--- config.mk ---
export PLATFORM = sky130hd
export DESIGN_NAME = ncl_dual_rail_rx
export DESIGN_NICKNAME = d
export VERILOG_FILES = /design/src/rtl/ncl_dual_rail_rx.sv
export SDC_FILE = /design/constraint.sdc
export NUM_CORES = 1
export LEC_CHECK = 0
export CORE_MARGIN = 3
export CORE_UTILIZATION = 53
export DETAILED_ROUTE_END_ITERATION = 16
export PLACE_DENSITY = 0.89
export SYNTH_ARGS = -nofsm -noshare
export SYNTH_HDL_FRONTEND = slang
export SYNTH_SLANG_ARGS = --single-unit
--- constraint.sdc ---
create_clock -name clk -period 2.8 [get_ports clk]
set_input_delay 0.42 -clock clk [delete_from_list [all_inputs] [get_ports clk]]
set_output_delay 0.42 -clock clk [all_outputs]
set_load 0.05 [all_outputs]
--- src/rtl/ncl_dual_rail_rx.sv ---
// Clocked receiver for a dual-rail NCL word. It synchronises the rails, detects
// DATA/NULL completeness, drives the upstream acknowledge and presents each word on a valid/ready port.
module ncl_dual_rail_rx #(
    parameter int DIGITS      = 32,
    parameter int SYNC_STAGES = 2,
    parameter int CNT_W       = 16
) (
    input  logic              clk,
    input  logic              init_n,
    input  logic [DIGITS-1:0] rail1,
    input  logic [DIGITS-1:0] rail0,
    output logic              ack,
    output logic [DIGITS-1:0] word,
    output logic              word_valid,
    input  logic              word_ready,
    output logic              err_illegal,
    output logic [CNT_W-1:0]  word_count
);

    typedef enum logic {
        WAIT_DATA = 1'b0,
        WAIT_NULL = 1'b1
    } state_t;

    state_t state;

    logic [SYNC_STAGES-1:0][DIGITS-1:0] sync1;
    logic [SYNC_STAGES-1:0][DIGITS-1:0] sync0;
    logic [DIGITS-1:0] s1;
    logic [DIGITS-1:0] s0;
    logic all_data;
    logic all_null;
    logic any_illegal;
    logic slot_free;

    assign s1 = sync1[SYNC_STAGES-1];
    assign s0 = sync0[SYNC_STAGES-1];

    // An illegal digit (both rails high) fails both completeness tests.
    assign all_data    = &(s1 ^ s0);
    assign all_null    = ~|(s1 | s0);
    assign any_illegal = |(s1 & s0);
    assign slot_free   = ~word_valid | word_ready;

    always_ff @(posedge clk) begin
        if (!init_n) begin
            sync1       <= '0;
            sync0       <= '0;
            state       <= WAIT_DATA;
            ack         <= 1'b0;
            word        <= '0;
            word_valid  <= 1'b0;
            err_illegal <= 1'b0;
            word_count  <= '0;
        end else begin
            sync1 <= {sync1[SYNC_STAGES-2:0], rail1};
            sync0 <= {sync0[SYNC_STAGES-2:0], rail0};

            if (any_illegal)
                err_illegal <= 1'b1;

            // A capture in this cycle overrides the consume below.
            if (word_valid && word_ready)
                word_valid <= 1'b0;

            case (state)
                WAIT_DATA: begin
                    if (all_data && slot_free) begin
                        word       <= s1;
                        word_valid <= 1'b1;
                        word_count <= word_count + CNT_W'(1);
                        state      <= WAIT_NULL;
                        ack        <= 1'b1;
                    end
                end
                WAIT_NULL: begin
                    if (all_null) begin
                        state <= WAIT_DATA;
                        ack   <= 1'b0;
                    end
                end
                default: begin
                    state <= WAIT_DATA;
                    ack   <= 1'b0;
                end
            endcase
        end
    end

endmodule

==> results.json <==
{
  "status": "finished clean",
  "holdBufCountCts": 0,
  "final_cell_mix": "180 x dfxtp_1, 129 x and2_1, 116 x clkdlybuf4s50_1",
  "grt_max_degree": 113,
  "die_w_um": 121.9,
  "period_share_pct": 85.94,
  "arrival_ns": 2.77,
  "setup_viol_count_final": 0,
  "avgRoutedWirePerCell_um": 14.54,
  "grt_pass1_wl_um": 23520,
  "fillers": 930,
  "rows": 41,
  "crit_type": "flop to flop",
  "crit_path_max_fanout": 14,
  "totalNegativeSetupSlack_ns": 0,
  "hold_viol_final": 0,
  "avgViaCountPerCell": 4.892,
  "min_path_type": "flop to flop",
  "cts_resized": 0,
  "cts_tree": "yes",
  "maxSlewViolCount": 0,
  "cts.sinks": 180,
  "endpoint_kind": "flop",
  "drtIter0Drc": 255,
  "worstSetupStartpointType": "flop",
  "ctsRootBufferMaster": "clkbuf_16",
  "path_cells": "inv_1 -> ha_1 -> nand4_1 -> or4_1 -> buf_4 -> nor4_1 -> mux2i_1",
  "syn_area_um2": 7117,
  "place_hpwl_um": 10450,
  "dr_total_vias": 4828,
  "yosys_warnings": 0,
  "cpPeakStageDelay_ns": 0.57,
  "core_area_um2": 12880,
  "port_buffers": 117,
  "diodes": 0,
  "ir_drop_v": 0.0004457,
  "drc": 0,
  "antenna_found_initial": 0,
  "min_period_ns": 2.406,
  "final_common_cell": "dfxtp_1",
  "dr.pass1.iters": 5,
  "clock_latency_ns": 0.43,
  "drive_gt1_share_pct": 6.503,
  "overflow": 0,
  "worst_pin_slew_ns": 0.6808,
  "clock_skew_ns": 0.008013,
  "drv_cap": 0,
  "final_nets": 934,
  "synth.distinct_cells": 31,
  "utilization_pct": 69.58,
  "p_per_area_nw_per_um2": 596.5,
  "io_pins": 118,
  "start_util_pct": 55.27,
  "clock.fmax_ghz": 0.4156,
  "die_height_um": 121.9,
  "postSynthAreaPerCell_um2": 10.25,
  "relSlewSlack_pct": 54.62,
  "rsz0062_at_grt": "no",
  "post_cts_buffers": 0,
  "routed_wl_um": 14360,
  "seq_area_frac_synth_pct": 50.63,
  "cp_data_required_time_ns": 3.16,
  "critPathSlowestCell": "or4_1",
  "area_delta_synth_final_pct": 25.88,
  "synth_cells": 694,
  "grt.total_usage_pct": 20.32,
  "synth_nets": 826,
  "cts-htree-levels": 4,
  "cts_buffer_depth": 2,
  "ant_nets": 0,
  "cts-buffers-inserted": 17,
  "grt_pass1_vias": 5097,
  "gp_congestion": 0.8857,
  "clkTransAtPathRegs_ns": 0.07,
  "die_area_um2": 14850,
  "leakage_nw": 3.548,
  "ys_seq_elements": 180
}
## synthesized netlist by cell type, drive strengths merged
| cell type | instances | area share [%] |
|---|---|---|
| nand4 | 22 | 1.9 |
| ha | 65 | 11 |
| nand2b | 15 | 1.3 |
| a31oi | 1 | 0.088 |
| nand4b | 1 | 0.12 |
| nor3 | 1 | 0.23 |
| or4 | 2 | 0.21 |
| a21boi | 1 | 0.11 |
| nor2 | 1 | 0.053 |
| and4 | 2 | 0.25 |
| nor2b | 1 | 0.088 |
| inv | 66 | 3.5 |
| o21a | 3 | 0.32 |
| o31a | 1 | 0.12 |
| dfxtp | 180 | 51 |
| nand2 | 84 | 4.4 |
| clkbuf | 29 | 1.5 |
| mux2i | 48 | 6.8 |
| and2 | 130 | 11 |
| buf | 7 | 1.4 |
| and3 | 2 | 0.18 |
| or3 | 3 | 0.26 |
| nand3 | 5 | 0.35 |
| nor4 | 21 | 2.7 |
| nor4b | 3 | 0.55 |
## worst max-delay path: cells and delay by family (launching register included)
family / cells / cell delay [ns]
adder cells (fa/ha/maj): 1 / 0.30
buffers and inverters: 2 / 0.32
flip-flops: 1 / 0.39
multiplexers: 1 / 0.23
AND/OR/NAND/NOR: 3 / 1.09
## through the flow
step	hold slack, ns	setup WS, ns	total power [mW]	area, um2	cells
after floorplan	0.4119	0.6769	2.892	7117	694
after global placement	0.4153	0.5555	3.035	8367	955
after detailed placement	0.4177	0.4170	3.050	8367	955
after CTS	0.4332	0.4020	5.386	8959	987
after global routing	0.4445	0.2619	5.537	8959	987
final	0.4319	0.3936	5.344	8959	987
## cell families after synthesis
family / synth area share, %
AO/OA/AOI/OAI: 0.6330
flip-flops: 50.63
multiplexers: 6.751
adder cells (fa/ha/maj): 11.43
AND/OR/NAND/NOR: 24.12
buffers and inverters: 6.434
## final cells by class
| cell class | count | area, um2 | share of cell area, % |
|---|---|---|---|
| clock buffers | 19 | 442.9 | 4.944 |
| inverters | 66 | 247.7 | 2.765 |
| well taps | 172 | 215.2 | 2.402 |
| multi-input cells | 412 | 3055 | 34.11 |
| clock inverters | 13 | 148.9 | 1.662 |
| repair buffers | 125 | 1245 | 13.90 |
| flip-flops and latches | 180 | 3603 | 40.22 |
## where the power goes
| group | internal, mW | switching [mW] |
|---|---|---|
| sequential | 2.65 | 0.0415 |
| combinational | 0.172 | 0.131 |
| clock | 1.35 | 1.00 |
## flip-flops by register name, summed over array words and instances, names as in the netlist
register	count
word_valid	1
err_illegal	1
s1	32
word_count	16
sync1	32
ack	1
s0	32
sync0	32
word	32
state	1
## layer usage
layer / part of all wire (%) / GRT usage [%] / vias up / routed length, um
met2: 50 / 35.15 / 128 / 7233
met3: 5.6 / 5.525 / 38 / 806
met4: 2.7 / 9.174 / 0 / 391
met1: 41 / 23.49 / 2218 / 5924
met5: 0 / 0 / - / 0
li1: - / - / 2444 / -
## final timing paths
check / to / slack (ns) / start / cells after the start
worst max register to register: word_count[4]$_SDFFE_PN0P_ / 0.39 / s1[9]$_SDFF_PN0_ / 7
worst max-delay path: word_count[4]$_SDFFE_PN0P_ / 0.39 / s1[9]$_SDFF_PN0_ / 7
worst min register to register: s0[24]$_SDFF_PN0_ / 0.43 / sync0[24]$_SDFF_PN0_ / 1
worst min-delay path: s0[24]$_SDFF_PN0_ / 0.43 / sync0[24]$_SDFF_PN0_ / 1
No activity file was read; power rests on OpenSTA's default activity.
